$ cat src/rtl/pulse_dec_pkg.sv
// Shared types and constants for the pulse train decoder.
package pulse_dec_pkg;

  localparam int unsigned SYNC_STAGES = 2;

  typedef enum logic [1:0] {
    IDLE,
    HIGH,
    LOW,
    HOLD
  } pulse_dec_state_t;

endpackage

$ cat src/rtl/pulse_train_decoder_fsm.sv
// State sequencing for the pulse train decoder; emits one-cycle load strobes
// that the top uses to update its counters and result registers.
module pulse_train_decoder_fsm
  import pulse_dec_pkg::*;
(
  input  logic             clk,
  input  logic             reset,
  input  logic             tick,
  input  logic             sin,
  input  logic             rising,
  input  logic             timeout_hit,
  input  logic             ack,
  output pulse_dec_state_t state,
  output logic             start,
  output logic             high_tick,
  output logic             fall,
  output logic             rehigh,
  output logic             low_tick,
  output logic             hold_load,
  output logic             release_hold
);

  pulse_dec_state_t state_q;
  pulse_dec_state_t state_d;

  // State register.
  always_ff @(posedge clk or negedge reset) begin
    if (!reset) begin
      state_q <= IDLE;
    end else begin
      state_q <= state_d;
    end
  end

  // Next-state selection.
  always_comb begin
    state_d = state_q;
    unique case (state_q)
      IDLE: if (rising) state_d = HIGH;
      HIGH: begin
        if (tick && !sin) state_d = timeout_hit ? HOLD : LOW;
      end
      LOW: begin
        if (tick && sin)             state_d = HIGH;
        else if (tick && timeout_hit) state_d = HOLD;
      end
      HOLD: if (ack) state_d = IDLE;
      default: state_d = IDLE;
    endcase
  end

  // Load strobes decoded from the current state and inputs.
  always_comb begin
    start        = (state_q == IDLE) && rising;
    high_tick    = (state_q == HIGH) && tick && sin;
    fall         = (state_q == HIGH) && tick && !sin;
    rehigh       = (state_q == LOW) && tick && sin;
    low_tick     = (state_q == LOW) && tick && !sin;
    hold_load    = (fall || low_tick) && timeout_hit;
    release_hold = (state_q == HOLD) && ack;
  end

  assign state = state_q;

endmodule

$ cat src/rtl/pulse_train_decoder.sv
// Pulse train decoder: counts pulses and measures the first pulse's high width
// in clk_en ticks, reporting the result after an idle gap via valid/ack.
module pulse_train_decoder
  import pulse_dec_pkg::*;
#(
  parameter int unsigned PULSE_NUM_BITS   = 16,
  parameter int unsigned PULSE_WIDTH_BITS = 8
) (
  input  logic                        clk,
  input  logic                        reset,
  input  logic                        clk_en,
  input  logic                        in,
  input  logic [PULSE_WIDTH_BITS:0]   idle_timeout,
  input  logic                        ack,
  output logic [PULSE_NUM_BITS-1:0]   pulse_num,
  output logic [PULSE_WIDTH_BITS-1:0] pulse_width,
  output logic                        irregular,
  output logic                        overflow,
  output logic                        valid,
  output logic                        busy
);

  localparam int unsigned NB = PULSE_NUM_BITS;
  localparam int unsigned WB = PULSE_WIDTH_BITS;
  localparam int unsigned LB = PULSE_WIDTH_BITS + 1;

  logic [SYNC_STAGES-1:0] sync_q, sync_d;
  logic                   sin_prev_q, sin_prev_d;
  logic [WB-1:0]          high_cnt_q, high_cnt_d;
  logic [WB-1:0]          ref_width_q, ref_width_d;
  logic [NB-1:0]          num_cnt_q, num_cnt_d;
  logic [LB-1:0]          low_cnt_q, low_cnt_d;
  logic                   irr_q, irr_d;
  logic                   ovf_q, ovf_d;
  logic [NB-1:0]          pulse_num_q, pulse_num_d;
  logic [WB-1:0]          pulse_width_q, pulse_width_d;
  logic                   irregular_q, irregular_d;
  logic                   overflow_q, overflow_d;
  logic                   valid_q, valid_d;
  logic                   busy_q, busy_d;

  logic                   sin;
  logic                   rising;
  logic                   timeout_hit;
  logic [WB-1:0]          high_inc;
  logic [NB-1:0]          num_inc;
  logic [LB-1:0]          low_inc;

  pulse_dec_state_t       state;
  logic                   start, high_tick, fall, rehigh, low_tick, hold_load, release_hold;

  assign sin    = sync_q[SYNC_STAGES-1];
  assign rising = clk_en && sin && !sin_prev_q;

  // Saturating increments shared by the counter update logic.
  always_comb begin
    high_inc = (high_cnt_q == '1) ? high_cnt_q : high_cnt_q + WB'(1);
    num_inc  = (num_cnt_q == '1) ? num_cnt_q : num_cnt_q + NB'(1);
    low_inc  = (low_cnt_q == '1) ? low_cnt_q : low_cnt_q + LB'(1);
  end

  // A falling tick is low tick 1, so HIGH compares against 1 rather than low_inc.
  always_comb begin
    timeout_hit = (state == HIGH) ? (idle_timeout == LB'(1)) : (low_inc == idle_timeout);
  end

  pulse_train_decoder_fsm u_fsm (
    .clk          (clk),
    .reset        (reset),
    .tick         (clk_en),
    .sin          (sin),
    .rising       (rising),
    .timeout_hit  (timeout_hit),
    .ack          (ack),
    .state        (state),
    .start        (start),
    .high_tick    (high_tick),
    .fall         (fall),
    .rehigh       (rehigh),
    .low_tick     (low_tick),
    .hold_load    (hold_load),
    .release_hold (release_hold)
  );

  // Synchronizer, edge history, counters and result capture.
  always_comb begin
    sync_d        = {sync_q[SYNC_STAGES-2:0], in};
    sin_prev_d    = clk_en ? sin : sin_prev_q;
    high_cnt_d    = high_cnt_q;
    ref_width_d   = ref_width_q;
    num_cnt_d     = num_cnt_q;
    low_cnt_d     = low_cnt_q;
    irr_d         = irr_q;
    ovf_d         = ovf_q;
    pulse_num_d   = pulse_num_q;
    pulse_width_d = pulse_width_q;
    irregular_d   = irregular_q;
    overflow_d    = overflow_q;

    if (start) begin
      high_cnt_d = WB'(1);
      num_cnt_d  = '0;
      irr_d      = 1'b0;
      ovf_d      = 1'b0;
    end
    if (high_tick) begin
      high_cnt_d = high_inc;
      if (high_inc == '1) ovf_d = 1'b1;
    end
    if (fall) begin
      num_cnt_d = num_inc;
      if (num_inc == '1) ovf_d = 1'b1;
      if (num_cnt_q == '0) begin
        ref_width_d = high_cnt_q;
      end else if (high_cnt_q != ref_width_q) begin
        irr_d = 1'b1;
      end
      low_cnt_d = LB'(1);
    end
    if (rehigh) high_cnt_d = WB'(1);
    if (low_tick) low_cnt_d = low_inc;

    // Capture uses the _d values so a flag raised on the final falling tick is kept.
    if (hold_load) begin
      pulse_num_d   = num_cnt_d;
      pulse_width_d = ref_width_d;
      irregular_d   = irr_d;
      overflow_d    = ovf_d;
    end

    valid_d = hold_load || (valid_q && !release_hold);
    busy_d  = start || (busy_q && !hold_load);
  end

  // All registers clear on asynchronous reset.
  always_ff @(posedge clk or negedge reset) begin
    if (!reset) begin
      sync_q        <= '0;
      sin_prev_q    <= 1'b0;
      high_cnt_q    <= '0;
      ref_width_q   <= '0;
      num_cnt_q     <= '0;
      low_cnt_q     <= '0;
      irr_q         <= 1'b0;
      ovf_q         <= 1'b0;
      pulse_num_q   <= '0;
      pulse_width_q <= '0;
      irregular_q   <= 1'b0;
      overflow_q    <= 1'b0;
      valid_q       <= 1'b0;
      busy_q        <= 1'b0;
    end else begin
      sync_q        <= sync_d;
      sin_prev_q    <= sin_prev_d;
      high_cnt_q    <= high_cnt_d;
      ref_width_q   <= ref_width_d;
      num_cnt_q     <= num_cnt_d;
      low_cnt_q     <= low_cnt_d;
      irr_q         <= irr_d;
      ovf_q         <= ovf_d;
      pulse_num_q   <= pulse_num_d;
      pulse_width_q <= pulse_width_d;
      irregular_q   <= irregular_d;
      overflow_q    <= overflow_d;
      valid_q       <= valid_d;
      busy_q        <= busy_d;
    end
  end

  assign pulse_num   = pulse_num_q;
  assign pulse_width = pulse_width_q;
  assign irregular   = irregular_q;
  assign overflow    = overflow_q;
  assign valid       = valid_q;
  assign busy        = busy_q;

endmodule

$ cat config.mk
export PLATFORM = sky130hd
export DESIGN_NAME = pulse_train_decoder
export DESIGN_NICKNAME = d
export VERILOG_FILES = /design/src/rtl/pulse_dec_pkg.sv /design/src/rtl/pulse_train_decoder_fsm.sv /design/src/rtl/pulse_train_decoder.sv
export SDC_FILE = /design/constraint.sdc
export NUM_CORES = 1
export LEC_CHECK = 0
export ABC_AREA = 1
export CORE_UTILIZATION = 40
export CTS_BUF_LIST = sky130_fd_sc_hd__clkbuf_16
export DETAILED_ROUTE_END_ITERATION = 12
export GPL_ROUTABILITY_DRIVEN = 0
export GPL_TIMING_DRIVEN = 0
export SYNTH_ARGS = -nofsm -noshare
export SYNTH_HDL_FRONTEND = slang
export SYNTH_HIERARCHICAL = 1
export SYNTH_SLANG_ARGS = --single-unit
$ cat constraint.sdc
create_clock -name clk -period 4.5 [get_ports clk]
set_input_delay 1.125 -clock clk [delete_from_list [all_inputs] [get_ports clk]]
set_output_delay 1.125 -clock clk [all_outputs]
set_load 0.02 [all_outputs]
==> results of run 1 <==
[cell usage after synthesis (2+ instances only)]
master	instances	area (µm²)
nand2_1	224	840.8
dfrtp_1	76	1902
inv_1	65	244.0
nor2_1	56	210.2
nand3_1	50	250.2
o21ai_0	40	200.2
xor2_1	13	113.9
nand4_1	12	75.07
o22ai_1	10	62.56
a21oi_1	9	45.04
clkbuf_1	7	26.28
nand2_2	7	43.79
nor3_1	5	25.02
ha_1	4	50.05
o21ai_1	4	20.02
buf_1	3	11.26
inv_2	3	11.26
nand3b_1	3	22.52
nor2_4	3	33.78
nor4_1	3	18.77
xnor2_1	3	26.28
nor2_2	2	12.51
[power by group]
group	leakage (nW)	internal [mW]	total (mW)	switching [mW]
clock	0.144	0.431	0.717	0.286
sequential	1.02	0.846	1.03	0.188
combinational	1.42	0.322	0.903	0.581
total	2.59	1.60	2.65	1.05
[worst max path at each step]
| stage | start | end | slack [ps] | cells past startpoint |
|---|---|---|---|---|
| after CTS | low_cnt_q[0] | pulse_num[13] | 760 | 18 |
| after detailed placement | idle_timeout[6] | pulse_num[13] | 620 | 14 |
| after floorplan | low_cnt_q[0] | pulse_num[5] | 1720 | 18 |
| final | low_cnt_q[0] | pulse_num[13] | 800 | 18 |
| after global placement | reset | pulse_width[0] | -520 | 1 |
| after global routing | low_cnt_q[0] | pulse_num[15] | 370 | 18 |
[stage by stage]
| step | instance area, µm² | TNS (ps) | util | hold WS (ps) |
|---|---|---|---|---|
| finish | 5245 | 0 | 0.5035 | 347.3 |
| global placement | 4922 | -39180 | 0.4726 | 336.1 |
| detailed placement | 4947 | 0 | 0.4750 | 334.7 |
| CTS | 5245 | 0 | 0.5035 | 348.4 |
| global route | 5245 | 0 | 0.5035 | 368.2 |
| floorplan | 4342 | 0 | - | 331.2 |
[cell type report]
cell class	count	area share
multi-input cells	454	0.4031
plain buffers	14	0.01264
well taps	136	0.03244
inverters	69	0.04938
repair buffers	42	0.08302
flip-flops and latches	76	0.3626
clock inverters	7	0.01384
clock buffers	9	0.04294
[routing by layer]
metal  up-vias  global-route usage  share of wire  routed length, µm
li1       2062                   -              -                  -
met2        72              0.3326           0.47               4888
met1      1870              0.2712           0.49               5152
met4         0             0.05556         0.0081                 85
met3         8             0.03617          0.032                331
met5         -                   0              0                  0
[layout by cell type, fill, tap and decap left out, types with 3 or more instances in the layout]
| cell type | n |
|---|---|
| nor3_1 | 5 |
| xor2_1 | 13 |
| nand3b_1 | 3 |
| o22ai_1 | 10 |
| inv_2 | 3 |
| ha_1 | 4 |
| o21ai_0 | 40 |
| nand3_1 | 50 |
| dfrtp_1 | 76 |
| nand4_1 | 12 |
| a21oi_1 | 9 |
| nor4_1 | 3 |
| buf_1 | 3 |
| xnor2_1 | 3 |
| clkbuf_1 | 7 |
| o21ai_1 | 4 |
| inv_1 | 65 |
| clkbuf_16 | 9 |
| clkdlybuf4s50_1 | 40 |
| nand2_2 | 7 |
| nand2_1 | 224 |
| nor2_4 | 3 |
| nor2_1 | 56 |
[worst register-to-register path: stages (launching register included)]
cell and delay [ps]:
dfrtp_1 420, ha_1 240, nand2_1 110, nor2_1 210, nand3_1 290, nand3_1 260, nand2_1 70, nand2_1 60
nand3_1 70, nor2_1 100, nand2_1 50, nor2_1 130, inv_1 70, nor2_1 100, clkbuf_1 410, clkinv_1 450
clkbuf_1 350, nand2_1 130, nand2_1 60
[sequential cells by signal, indices dropped and copies added, names as in the netlist, 2 cells and up]
register,flops
num_cnt_q,16
pulse_num,16
low_cnt_q,9
high_cnt_q,8
pulse_width,8
ref_width_q,8
sync_q,2
u_fsm/state,2
[cells by family (layout without fill, tap and decap cells)]
logic type	after synthesis	in the layout	share of synthesized area
and+or+nand+nor	367	367	0.3602
buffers and inverters	83	141	0.07493
DFF	76	76	0.4380
AOI/OAI and AO/OA	67	67	0.08300
xor gates and xnor gates	16	16	0.03228
adders and majority gates	4	4	0.01153
==> results_dict.tcl, run 1 <==
set metrics [dict create \
    fin_skew_ps 7.554 \
    drv_cap 0 \
    ys.flop_type "dfrtp_1" \
    ys_async_sr_fraction 1.000 \
    clock_path_buffers 2 \
    gr-total-overflow 0 \
    antenna_left 0 \
    post_cts_buffers 0 \
    setup_ws_ps 798.0 \
    crit_chain "ha_1 > nand2_1 > nor2_1 > nand3_1 > nand3_1 > nand2_1 > nand2_1 > nand3_1 > nor2_1 > nand2_1 > nor2_1 > inv_1 > nor2_1 > clkbuf_1 > clkinv_1 > clkbuf_1 > nand2_1 > nand2_1" \
    area_delta_synth_final_pct 20.81 \
    crit_arrival_ps 3920 \
    port_buffers 41 \
    dp.cells 791 \
    synthesis.nets 631 \
    min_from "sync_q[0]" \
    period_needed_ps 3702 \
    ir_drop_mv 0.2514 \
    die_area_um2 11280 \
    synth_cells 613 \
    clk_pin_slew_ps 60 \
    yosysSeqAreaShare 0.4380 \
    ios 42 \
    clk_latency_ps 330 \
    critical_path_class "flip-flop to flip-flop" \
    root_buffer "clkbuf_16" \
    die_h_um 106.2 \
    cts_hold_buffers 0 \
    grt_max_degree 50 \
    start_util 0.4168 \
    setup_viol 0 \
    report.final.slew_viol_count 0 \
    rr_startpoint "low_cnt_q[0]" \
    final_hold_viol_count 0 \
    track_usage 0.2016 \
    status "complete, no violations" \
    leakage_nw 2.591 \
    total_power_mw 2.654 \
    critical_path.top_delay_family "simple AND/OR/NAND/NOR gates" \
    avgSynthCellArea_um2 7.083 \
    drive_gt1_frac 0.05961 \
    fillCellCount 1038 \
    whs_endpoint "sync_q[1]" \
    multi_input_area_um2 2115 \
    worstPathRequired_ps 4710 \
    final_nets 684 \
    worst-path-buf-inv 4 \
    tightest_slew_ps 576.9 \
    maxSlewHeadroom 0.6124 \
    r2r_cells 18 \
    synth.distinct_cells 33 \
    rrSetupSlack_ps 800 \
    grt_pass1_wl_um 18220 \
    syn_area_um2 4342 \
    wire_per_inst_um 12.96 \
    crit_path_start_kind "flip-flop" \
    rsz0062_at_grt "no" \
    max_freq_mhz 270.1 \
    slowest_stage "clkinv_1" \
    vias_per_cell 4.971 \
    min_path_type "flip-flop to flip-flop" \
    num_rows 37 \
    cellPowerDensity_nw_per_um2 506.0 \
    first_iter_violations 223 \
    ys_ff_latch 76 \
    hold_path_depth 0 \
    dp_slack_ps 619.9 \
    critPathMaxStageDelay_ps 450 \
    core_um2 10420 \
    diodes 0 \
    clkSinkCount 76 \
    routed_wl_um 10460 \
    grt_pass1_vias 3878 \
    synth_warnings 6 \
    tritoncts "done" \
    first_pass_iters 8 \
    num_vias 4012 \
    critPathCaptureType "flip-flop" \
    worstReg2RegEnd "pulse_num[13]" \
    period_share 0.8227 \
    numCtsBuffers 9 \
    seqCellArea_um2 1902 \
    antenna_found_initial 0 \
    crit_top_cell "nand2_1" \
    critPathMaxFanout 10 \
    die_x_um 106.2 \
    dpl.hpwl_um 7872 \
    ctsResizeCount 0 \
    synth_edf_count 0 \
    h-tree-depth 3 \
    stdcell_count 807 \
    drc 0 \
]
(Power assumes the default switching activity.)
==> run 2: changes to the inputs <==
clock period = 3.07 ns   (was 4.5 ns; I/O delays follow)
==> results_dict.tcl, run 2 (synthesis results as in run 1) <==
set metrics [dict create \
    status "complete, no violations" \
    ios 42 \
    wl_met3_um 418 \
    num_rows 37 \
    hold_slack_ps 347.3 \
    grt_pass1_wl_um 18250 \
    numCtsBuffers 9 \
    drive_gt1_frac 0.07452 \
    finalSetupTns_ps 0 \
    crit_path_start_kind "input port" \
    setup_viol 0 \
    clk_latency_ps 330 \
    p_sw_mw 1.559 \
    crit_path_end "pulse_num[12]" \
    core_um2 10420 \
    p_sw_frac 0.3993 \
    cellPowerDensity_nw_per_um2 737.9 \
    final_nets 684 \
    max_freq_mhz 357.8 \
    diodes 0 \
    crit_arrival_ps 3010 \
    antenna_left 0 \
    num_vias 4034 \
    crit_cells 11 \
    worstReg2RegEnd "pulse_num[13]" \
    ir_drop_mv 0.3632 \
    p_clk_frac 0.271 \
    routed_wl_um 10500 \
    tritoncts "done" \
    critPathMaxFanout 10 \
    seqCellArea_um2 1902 \
    gr-total-overflow 0 \
    rr_startpoint "low_cnt_q[0]" \
    crit_chain "clkdlybuf4s50_1 > nand2_1 > nor2_1 > inv_1 > nor3_2 > nor2_1 > inv_1 > clkbuf_1 > o21ai_0 > nand2_1 > nand2_1" \
    worst-path-buf-inv 4 \
    power_frac_comb 0.341 \
    layout_common_cells "nand2_1, dfrtp_1, inv_1" \
    final_hold_viol_count 0 \
    vias_per_cell 4.999 \
    clk_pin_slew_ps 60 \
    final_common_cell "nand2_1" \
    fin_skew_ps 8.235 \
    clkSinkCount 76 \
    critPathCaptureType "flip-flop" \
    track_usage 0.2019 \
    rrSetupSlack_ps 290 \
    p_int_mw 2.346 \
    drc 0 \
    root_buffer "clkbuf_16" \
    first_iter_violations 230 \
    port_buffers 41 \
    die_area_um2 11280 \
    antenna_found_initial 0 \
    drt-met1-wl_um 5088 \
    critical_path_class "input port to flip-flop" \
    period_share 0.9104 \
    clock_path_buffers 2 \
    dpl.hpwl_um 7872 \
    worstPathRequired_ps 3290 \
    tightest_slew_ps 517.9 \
    h-tree-depth 3 \
    slowest_stage "clkdlybuf4s50_1" \
    dp.cells 791 \
    crit_top_cell "nand2_1" \
    die_h_um 106.2 \
    maxSlewHeadroom 0.6547 \
    min_path_type "flip-flop to flip-flop" \
    die_x_um 106.2 \
    fillCellCount 1045 \
    multi_input_area_um2 2145 \
    first_pass_iters 6 \
    wire_per_inst_um 13.01 \
    grt_pass1_vias 3891 \
    area_delta_synth_final_pct 21.90 \
    wl_met2_um 4856 \
    critPathMaxStageDelay_ps 560 \
    report.final.slew_viol_count 0 \
    post_cts_buffers 0 \
    leakage_nw 2.609 \
    critical_path.top_delay_family "buffers and inverters" \
    highest_layer "met4" \
    start_util 0.4168 \
    startpoint "clk_en" \
    r2r_cells 18 \
    stdcell_count 807 \
    period_needed_ps 2795 \
    drv_cap 0 \
    p_seq_frac 0.388 \
    min_from "sync_q[0]" \
    grt_max_degree 50 \
]
==> run 2: what timing repair did <==
action	in CTS	in global routing
hold buffers	0	0
cloned	0	0
endpoints found under the setup margin	27	29
resized for setup	6	14
==> run 2: final cells by class <==
class                           count  area share
Timing Repair Buffer               42     0.08227
Multi-Input combinational cell    454      0.4052
Tap cell                          136     0.03215
Clock buffer                        9     0.04255
Inverter                           69     0.04988
Sequential cell                    76      0.3593
Buffer                             14     0.01489
Clock inverter                      7     0.01371
==> run 2: worst min-delay path by stage <==
stage / slack (ps) / cells after the start / endpoint
floorplan: 330 / 0 / sync_q[1]
global placement: 340 / 0 / sync_q[1]
detailed placement: 330 / 0 / sync_q[1]
CTS: 350 / 0 / sync_q[1]
global route: 370 / 0 / sync_q[1]
finish: 350 / 0 / sync_q[1]
==> run 2: power by group through the flow <==
stage / clock network [mW] / logic [mW] / registers, mW
6_report: 1.06 / 1.33 / 1.52
5_1_grt: 1.14 / 1.54 / 1.55
4_1_cts: 1.08 / 1.32 / 1.51
3_5_place_dp: 0 / 1.31 / 1.52
3_3_place_gp: 0 / 1.29 / 1.52
2_1_floorplan: 0 / 0.986 / 1.47
==> run 2: through the flow <==
step	instance area [µm²]	worst slack (ps)	total power [mW]	util
2_1_floorplan	4342	293.6	2.453	-
3_5_place_dp	4947	-648.4	2.836	0.4750
3_3_place_gp	4922	-1594	2.804	0.4726
6_report	5293	275.1	3.905	0.5081
4_1_cts	5259	7.978	3.913	0.5049
5_1_grt	5293	-3.056	4.228	0.5081
==> run 2: per-layer routing <==
layer | GRT usage | up-vias
met5 | 0 | -
met4 | 0.05556 | 0
met3 | 0.03617 | 12
met2 | 0.3335 | 78
met1 | 0.2712 | 1879
li1 | - | 2065
==> run 3: changes to the inputs <==
SLEW_MARGIN = 20   (was default)
==> results of run 3 <==
The final DEF is identical to that of run 2; final timing and power are the same.
